<file path="src/rtl/regfile_sb.sv">
// Scoreboarded register file: two combinational read ports, one writeback port,
// per-register busy bits with WAW detection, and a post-reset clearing sweep.
module regfile_sb #(
  parameter int unsigned XLEN     = 32,
  parameter int unsigned NREGS    = 32,
  parameter bit          ZERO_REG = 1'b1,
  parameter bit          BYPASS   = 1'b1,
  localparam int unsigned AW      = $clog2(NREGS)
) (
  input  logic            clk,
  input  logic            reset,
  output logic            ready,
  input  logic [AW-1:0]   a1,
  input  logic [AW-1:0]   a2,
  output logic [XLEN-1:0] rd1,
  output logic [XLEN-1:0] rd2,
  output logic            busy1,
  output logic            busy2,
  input  logic            we3,
  input  logic [AW-1:0]   a3,
  input  logic [XLEN-1:0] wd3,
  input  logic            setb,
  input  logic [AW-1:0]   ab,
  output logic            err
);

  typedef enum logic {INIT, RUN} state_t;

  state_t            state_q, state_d;
  logic [AW-1:0]     idx_q, idx_d;
  logic              ready_q, ready_d;
  logic              err_q, err_d;
  logic [XLEN-1:0]   regs [NREGS];
  logic [NREGS-1:0]  busy_q;

  // Address names a real register that holds state (not hardwired zero, not past NREGS).
  function automatic logic usable(input logic [AW-1:0] a);
    return ({1'b0, a} < (AW+1)'(NREGS)) && !(ZERO_REG && (a == '0));
  endfunction

  logic w_ok, s_ok, err_hit;

  always_comb begin
    w_ok    = we3 && usable(a3);
    s_ok    = setb && usable(ab);
    err_hit = s_ok && busy_q[ab] && !(we3 && (a3 == ab));
  end

  // Control state register.
  always_ff @(posedge clk) begin
    if (reset) begin
      state_q <= INIT;
      idx_q   <= '0;
      ready_q <= 1'b0;
      err_q   <= 1'b0;
    end else begin
      state_q <= state_d;
      idx_q   <= idx_d;
      ready_q <= ready_d;
      err_q   <= err_d;
    end
  end

  // Sweep sequencing and sticky WAW flag.
  always_comb begin
    state_d = state_q;
    idx_d   = idx_q;
    ready_d = ready_q;
    err_d   = err_q;
    case (state_q)
      INIT: begin
        idx_d = idx_q + AW'(1);
        if (idx_q == AW'(NREGS - 1)) begin
          state_d = RUN;
          ready_d = 1'b1;
          idx_d   = '0;
        end
      end
      RUN: begin
        if (err_hit) err_d = 1'b1;
      end
      default: state_d = INIT;
    endcase
  end

  // Storage: sweep clears one entry per cycle; in RUN a busy-set overrides the write's clear.
  always_ff @(posedge clk) begin
    if (!reset) begin
      if (state_q == INIT) begin
        regs[idx_q]   <= '0;
        busy_q[idx_q] <= 1'b0;
      end else begin
        if (w_ok) begin
          regs[a3]   <= wd3;
          busy_q[a3] <= 1'b0;
        end
        if (s_ok) busy_q[ab] <= 1'b1;
      end
    end
  end

  always_comb begin
    rd1   = '0;
    busy1 = 1'b0;
    if ((state_q == RUN) && usable(a1)) begin
      if (BYPASS && we3 && (a3 == a1)) begin
        rd1 = wd3;
      end else begin
        rd1   = regs[a1];
        busy1 = busy_q[a1];
      end
    end
  end

  always_comb begin
    rd2   = '0;
    busy2 = 1'b0;
    if ((state_q == RUN) && usable(a2)) begin
      if (BYPASS && we3 && (a3 == a2)) begin
        rd2 = wd3;
      end else begin
        rd2   = regs[a2];
        busy2 = busy_q[a2];
      end
    end
  end

  assign ready = ready_q;
  assign err   = err_q;

endmodule

</file>
<file path="config.mk">
export PLATFORM = sky130hd
export DESIGN_NAME = regfile_sb
export DESIGN_NICKNAME = d
export VERILOG_FILES = /design/src/rtl/regfile_sb.sv
export SDC_FILE = /design/constraint.sdc
export NUM_CORES = 1
export LEC_CHECK = 0
export BUFFER_PORTS_ARGS = -buffer_cell sky130_fd_sc_hd__buf_2
export CORE_MARGIN = 2
export CORE_UTILIZATION = 45
export DETAILED_ROUTE_END_ITERATION = 8
export SLEW_MARGIN = 5
export SYNTH_ARGS = -nofsm -noshare
export SYNTH_HDL_FRONTEND = slang
export SYNTH_SLANG_ARGS = --single-unit
</file>
<file path="constraint.sdc">
create_clock -name clk -period 4.5 [get_ports clk]
set_input_delay 0.45 -clock clk [delete_from_list [all_inputs] [get_ports clk]]
set_output_delay 0.45 -clock clk [all_outputs]
set_load 0.01 [all_outputs]
</file>
==> results of run 1 <==
==> power groups by stage <==
| stage | combinational [mW] | sequential (mW) | clock (mW) |
|---|---|---|---|
| 2_1_floorplan | 1.07 | 11.1 | 0 |
| 3_3_place_gp | 1.62 | 11.1 | 0 |
| 3_5_place_dp | 1.63 | 11.1 | 0 |
| 4_1_cts | 1.63 | 10.9 | 8.89 |
| 5_1_grt | 1.71 | 10.9 | 9.25 |
| 6_report | 1.64 | 10.9 | 8.75 |
==> cell families (layout without fill, tap and decap cells) <==
kind of cell | count (synthesis) | in the layout | share of synthesized area
muxes | 723 | 723 | 0.270
buffers and inverters | 275 | 511 | 0.0253
and+or+nand+nor | 261 | 261 | 0.0238
xor gates and xnor gates | 15 | 15 | 0.00255
AOI/OAI and AO/OA | 422 | 422 | 0.0581
DFF | 1064 | 1064 | 0.619
adders and majority gates | 5 | 5 | 0.00122
==> layer usage <==
layer	global-route usage	up-vias	share of wire
li1	-	12200	-
met1	0.372	16400	0.38
met2	0.450	1817	0.49
met3	0.0494	338	0.090
met4	0.103	4	0.037
met5	0	-	0.00017
==> state kept, by name, summed over array words and instances, names as in the netlist <==
signal and flops:
regs 1024, ready 1, idx_q 5, state_q 1, busy_q 32, err 1
==> layout make-up <==
type,count,area share
Sequential cell,1064,0.550
Multi-Input combinational cell,1426,0.321
Clock buffer,133,0.0493
Timing Repair Buffer,270,0.0349
Tap cell,1512,0.0326
Clock inverter,66,0.00965
Inverter,42,0.00278
==> synthesized netlist by cell type (10+ instances only) <==
master / count / area share
o211a_1: 31 / 0.0060
and2_1: 32 / 0.0039
inv_1: 11 / 0.00080
nor2b_1: 12 / 0.0015
a211o_1: 24 / 0.0041
nand2_1: 62 / 0.0045
nor2_1: 92 / 0.0067
a21oi_1: 96 / 0.0093
edfxtp_1: 1056 / 0.62
o2111ai_1: 31 / 0.0053
o22ai_1: 30 / 0.0036
mux2_2: 33 / 0.0072
o21ai_1: 31 / 0.0030
o21ai_0: 41 / 0.0040
clkbuf_1: 120 / 0.0088
mux2i_1: 162 / 0.032
a221oi_1: 40 / 0.0068
buf_2: 58 / 0.0056
clkinv_1: 30 / 0.0022
mux4_2: 528 / 0.23
buf_1: 15 / 0.0011
buf_6: 13 / 0.0028
nand3_1: 27 / 0.0026
o221ai_1: 30 / 0.0051
buf_4: 27 / 0.0039
o2bb2ai_1: 30 / 0.0051
a31oi_1: 10 / 0.0012
==> worst min-delay path by stage <==
stage | startpoint | to | slack (ns) | cells after the start
global placement | ready | ready | 0.45 | 2
floorplan | ready | ready | 0.50 | 2
CTS | reset | state_q | 0.09 | 2
detailed placement | ready | ready | 0.46 | 2
global route | reset | state_q | 0.13 | 2
finish | reset | state_q | 0.15 | 2
==> through the flow <==
| step | cells | hold slack, ns | instance area [sq um] |
|---|---|---|---|
| 6_report | 4513 | 0.146 | 58000 |
| 5_1_grt | 4513 | 0.128 | 58000 |
| 4_1_cts | 4513 | 0.0884 | 58000 |
| 3_5_place_dp | 4314 | 0.464 | 54600 |
| 3_3_place_gp | 4314 | 0.454 | 54600 |
| 2_1_floorplan | 2765 | 0.505 | 51500 |
==> implementation parameters, run 1 <==
Parameter                              Value

Layout
  Fillers    9158
  Commonest non-fill, non-tap cells in the layout    edfxtp_1, mux4_2, mux2i_1
  Area Growth Syn to Fin    12.7%
  Antenna Diode Count    0
  Commonest non-fill, non-tap cell in the layout    edfxtp_1
  Final Net Count    2974
  Area taken by flip-flops and latches    0.0319 sq mm
  Fraction of final layout cells sized beyond drive strength 1    0.344
  Multi-input gate area in the final layout    0.0186 sq mm
  Final cell utilization of the core    0.509

Critical path
  Arrival time at the worst endpoint    3.63 ns
  End of the worst register-to-register path    regs[2][29]
  Worst-path maximum fanout    49
  Cell family with the largest share of critical-path delay    compound AO/OA/AOI/OAI gates
  Critical path required time    4.05 ns
  Setup slack of the most critical reg-to-reg path    0.94 ns
  CP Buf/Inv Count    3
  Crit path depth    7
  Number of cells traversed by the worst register-to-register path    8
  Launch point of the worst reg-to-reg path    state_q
  Worst setup path end    rd1[11]
  Slowest-stage cell, CP    o21bai_4
  Most used cell, CP    buf_4
  List of cells traversed by the critical path    buf_4 > o21ai_1 > o21bai_4 > buf_4 > a211o_1 > o2bb2ai_1 > buf_2
  Delay contributed by the slowest stage of the critical path    0.52 ns
  Crit. End Element    output port
  Crit Path Category    reg -> out
  Type of origin of the critical path    flop
  Beginning of the critical path    state_q

Power and ir drop
  Combinational Power Share    0.077
  Design Power    21.3 mW
  Power Dens Cells    367 mW/mm^2
  Share of power burned in registers    0.512
  Cell-internal power    16.4 mW
  Switching Fraction    0.228
  Max rail drop VDD    0.000305 V
  Psw    4.85 mW
  Total leakage power    17.5 nW
  Clock power share    0.411

Floorplanning
  Area of the core    0.114 sq mm
  Total die area    0.117 sq mm
  Initial Util    0.452
  Die boundary width    342 microns
  Height of the die    342 microns
  # rows    124
  Boundary pin count    124

CTS
  Max clock buf depth    3
  CTS-repair resized insts    0
  Cts bufs inserted    109
  Clock tree root driver cell    clkbuf_16
  H-tree depth reported by CTS    3
  Worst-skew pair later-pin latency    0.71 ns
  Clk slew on worst S/H paths    0.06 ns
  Hold buffers post-CTS    0
  CTS tree    built
  Buffers inserted by post-CTS timing repair    0
  Count of clock tree sinks    1064

Global routing
  Initial antenna violation count    3
  Congestion Overflow GR    0
  Largest net degree at the start of global routing    79
  First-pass GRT wire length    230000 microns
  Via count of the first global-routing pass    31700
  GRT Total Usage    0.275

Route
  Detailed Route WL    161000 microns
  Post-detailed-route DRC marker count    0
  Per-cell via count in the routed design    6.83
  Number of violations reported at the end of detailed-routing iteration 0    3933
  Antenna Violating Nets Remaining    0
  Wire length per cell after detailed routing    35.7 microns
  First-pass iteration count of the detailed router    5
  Vias after detailed routing    30800

Synth
  Synth async-reset ratio    0
  Number of enable flip-flop cells after synthesis    1056
  Synthesized instance count    2765
  Share of the yosys chip area belonging to registers    0.619
  Top FF cell, synth    edfxtp_1
  Post-Syn Area    0.0515 sq mm
  Yosys warnings    0
  Net Count, Synth    2826
  FF+latch count, synth    1064
  Number of distinct library cells after synthesis    55
  Syn_area_per_cell    18.6 sq um

STA
  Number of slew-limit violations in the final report    0
  Highest Clock Rate    0.245 GHz
  Worst max-slew margin expressed relative to the limit    0.181
  Clock period minus worst slack    4.08 ns
  Unrepaired setup endpoints after global routing    no
  Fraction of the cycle the final worst path needs    0.906
  Endpoints failing hold    0
  Final worst clock skew    0.0549 ns
  Setup TNS    0 ns
  Transition at the pin with the smallest max-transition slack    1.22 ns
  Finish-stage setup viols    0
  Post-route worst setup slack    0.425 ns

Place
  Port buffer count    123
  Setup WS pre-CTS    0.724 ns
  Gp weighted congestion    0.953
  Estimated wirelength of the detail-placed design    96400 microns

Worst hold path
  HP Class    in -> reg

Run
  Max-cap violations    0

Status
  Result of the run    complete, no violations
Power figures use the tool's default switching activity.
==> inputs of run 2 (changes only) <==
--- a/config.mk
+++ b/config.mk
@@ -9,6 +9,7 @@
 export CORE_MARGIN = 2
 export CORE_UTILIZATION = 45
 export DETAILED_ROUTE_END_ITERATION = 8
+export GPL_TIMING_DRIVEN = 1
 export SLEW_MARGIN = 5
 export SYNTH_ARGS = -nofsm -noshare
 export SYNTH_HDL_FRONTEND = slang
==> constraint.sdc (replaced) <==
create_clock -name clk -period 3.7 [get_ports clk]
set_input_delay 0.37 -clock clk [delete_from_list [all_inputs] [get_ports clk]]
set_output_delay 0.37 -clock clk [all_outputs]
set_load 0.01 [all_outputs]
==> implementation parameters, run 2 (same netlist as run 1, synthesis figures left out) <==
Parameter                              Value

Route
  Post-detailed-route DRC marker count    0 (unchanged)
  Antenna Violating Nets Remaining    0 (unchanged)
  Wire length per cell after detailed routing    37.2 microns (was 35.7 microns)
  Per-cell via count in the routed design    6.96 (was 6.83)
  First-pass iteration count of the detailed router    5 (unchanged)
  Vias after detailed routing    31700 (was 30800)
  Detailed Route WL    169000 microns (was 161000 microns)
  Number of violations reported at the end of detailed-routing iteration 0    4151 (was 3933)

Layout
  Final cell utilization of the core    0.514 (was 0.509)
  Fillers    9069 (was 9158)
  Largest register FFs    1024 (unchanged)
  Area Growth Syn to Fin    13.7% (was 12.7%)
  Register with the highest flop count    regs (unchanged)
  Final Net Count    3016 (was 2974)
  Biggest registers after layout    regs x1024, busy_q x32, idx_q x5 (unchanged)
  Commonest non-fill, non-tap cell in the layout    edfxtp_1 (unchanged)
  Commonest non-fill, non-tap cells in the layout    edfxtp_1, mux4_2, mux2i_1 (unchanged)
  Fraction of final layout cells sized beyond drive strength 1    0.350 (was 0.344)

Floorplanning
  Die boundary width    342 microns (unchanged)
  Height of the die    342 microns (unchanged)
  Total die area    0.117 sq mm (unchanged)
  Initial Util    0.452 (unchanged)
  Area of the core    0.114 sq mm (unchanged)
  # rows    124 (unchanged)
  Boundary pin count    124 (unchanged)

CTS
  Clk slew on worst S/H paths    0.06 ns (about the same)
  Buffers inserted by post-CTS timing repair    0 (unchanged)
  CTS tree    built (unchanged)
  Clock tree root driver cell    clkbuf_16 (unchanged)
  Cts bufs inserted    107 (was 109)
  H-tree depth reported by CTS    3 (unchanged)
  Max clock buf depth    3 (unchanged)
  CTS-repair resized insts    0 (unchanged)
  Worst-skew pair later-pin latency    0.71 ns (about the same)
  Count of clock tree sinks    1064 (unchanged)
  Hold buffers post-CTS    1 (was 0)

STA
  Worst max-slew margin expressed relative to the limit    0.0882 (was 0.181)
  Setup TNS    0 ns (unchanged)
  Highest Clock Rate    0.291 GHz
  Finish-stage setup viols    0 (unchanged)
  Worst Hold Margin    0.204 ns (was 0.146 ns)
  Unrepaired setup endpoints after global routing    no (unchanged)
  Transition at the pin with the smallest max-transition slack    1.36 ns (was 1.22 ns)
  Clock period minus worst slack    3.44 ns
  Endpoints failing hold    0 (unchanged)
  Final worst clock skew    0.0216 ns (was 0.0549 ns)
  Number of slew-limit violations in the final report    0 (unchanged)
  Fraction of the cycle the final worst path needs    0.929

Critical path
  Arrival time at the worst endpoint    3.07 ns (was 3.63 ns)
  End of the worst register-to-register path    regs[1][7] (was regs[2][29])
  Critical path required time    3.33 ns (was 4.05 ns)
  Worst-path maximum fanout    31 (was 49)
  Setup slack of the most critical reg-to-reg path    0.50 ns (was 0.94 ns)
  Type of origin of the critical path    flop (unchanged)
  Crit Path Category    reg -> out (unchanged)
  Launch point of the worst reg-to-reg path    state_q (unchanged)
  Number of cells traversed by the worst register-to-register path    4 (was 8)
  Crit. End Element    output port (unchanged)

Worst hold path
  Worst hold path endpoint    err (was state_q)
  Launch instance of the worst min-delay path    setb (was reset)
  Worst Hold Depth    4 (was 2)
  HP Class    in -> reg (unchanged)

Global routing
  Initial antenna violation count    4 (was 3)
  Via count of the first global-routing pass    32100 (was 31700)
  Largest net degree at the start of global routing    57 (was 79)
  Congestion Overflow GR    0 (unchanged)
  GRT Total Usage    0.289 (was 0.275)
  First-pass GRT wire length    239000 microns (was 230000 microns)

Place
  Estimated wirelength of the detail-placed design    101000 microns (was 96400 microns)
  Port buffer count    123 (unchanged)
  Gp weighted congestion    0.919 (was 0.953)

Power and ir drop
  Max rail drop VDD    0.000347 V (was 0.000305 V)
  Combinational Power Share    0.081 (was 0.077)
  Total leakage power    17.8 nW (was 17.5 nW)
  Power Dens Cells    439 mW/mm^2 (was 367 mW/mm^2)
  Cell-internal power    19.8 mW (was 16.4 mW)
  Share of power burned in registers    0.515 (was 0.512)
  Clock power share    0.404 (was 0.411)
  Switching Fraction    0.231 (was 0.228)
  Psw    5.92 mW (was 4.85 mW)

Status
  Result of the run    complete, no violations (unchanged)

Run
  Max-cap violations    0 (unchanged)
run 2: worst max path at each step:
stage / start / endpoint / slack (ns) / cells past startpoint
after floorplan: a3[2] / regs[4][0] / 0.13 / 7
after global routing: state_q / rd1[9] / 0.24 / 7
final: state_q / rd1[9] / 0.26 / 7
after detailed placement: a2[2] / rd2[22] / 0.40 / 8
after global placement: a2[2] / rd2[22] / 0.33 / 8
after CTS: regs[7][25] / rd1[25] / 0.28 / 5
run 2: per-stage QoR:
step | instances | instance area [sq um] | power, mW | setup slack [ns]
2_1_floorplan | 2765 | 51500 | 14.8 | 0.127
6_report | 4556 | 58500 | 25.7 | 0.264
5_1_grt | 4555 | 58500 | 26.3 | 0.236
4_1_cts | 4555 | 58500 | 25.8 | 0.278
3_3_place_gp | 4357 | 55200 | 15.5 | 0.329
3_5_place_dp | 4357 | 55200 | 15.5 | 0.400
run 2: power by group through the flow:
stage          clock (mW)  sequential (mW)  combinational (mW)
2_1_floorplan           0             13.5                1.30
3_3_place_gp            0             13.5                2.05
3_5_place_dp            0             13.5                2.05
4_1_cts              10.5             13.2                2.06
5_1_grt              10.9             13.2                2.15
6_report             10.4             13.2                2.08
run 2: final cells by class:
cell class                 instances  area, sq um  area share
inverter                          42          161     0.00276
antenna                            1         2.50   0.0000428
multi-input combinational       1426        18600       0.318
timing repair buffer             314         2670      0.0456
clock buffer                     130         2760      0.0472
tap                             1512         1890      0.0323
sequential                      1064        31900       0.545
clock inverter                    67          528     0.00903
run 2: worst max-delay path, cell delays in order, from the launching register on:
cell and delay, ns:
dfxtp_1 0.37, buf_4 0.37, o21ai_1 0.25, o21bai_4 0.25, buf_12 0.20, a211o_1 0.28, o2bb2ai_1 0.37, buf_2 0.23
run 2: layer usage:
metal  up-vias  routed length [microns]  GRT usage
met5         -                       13          0
met4         2                     6740      0.110
met3       387                    15900     0.0500
met2      2038                    82600      0.471
met1     17000                    64100      0.392
li1      12300                        -          -
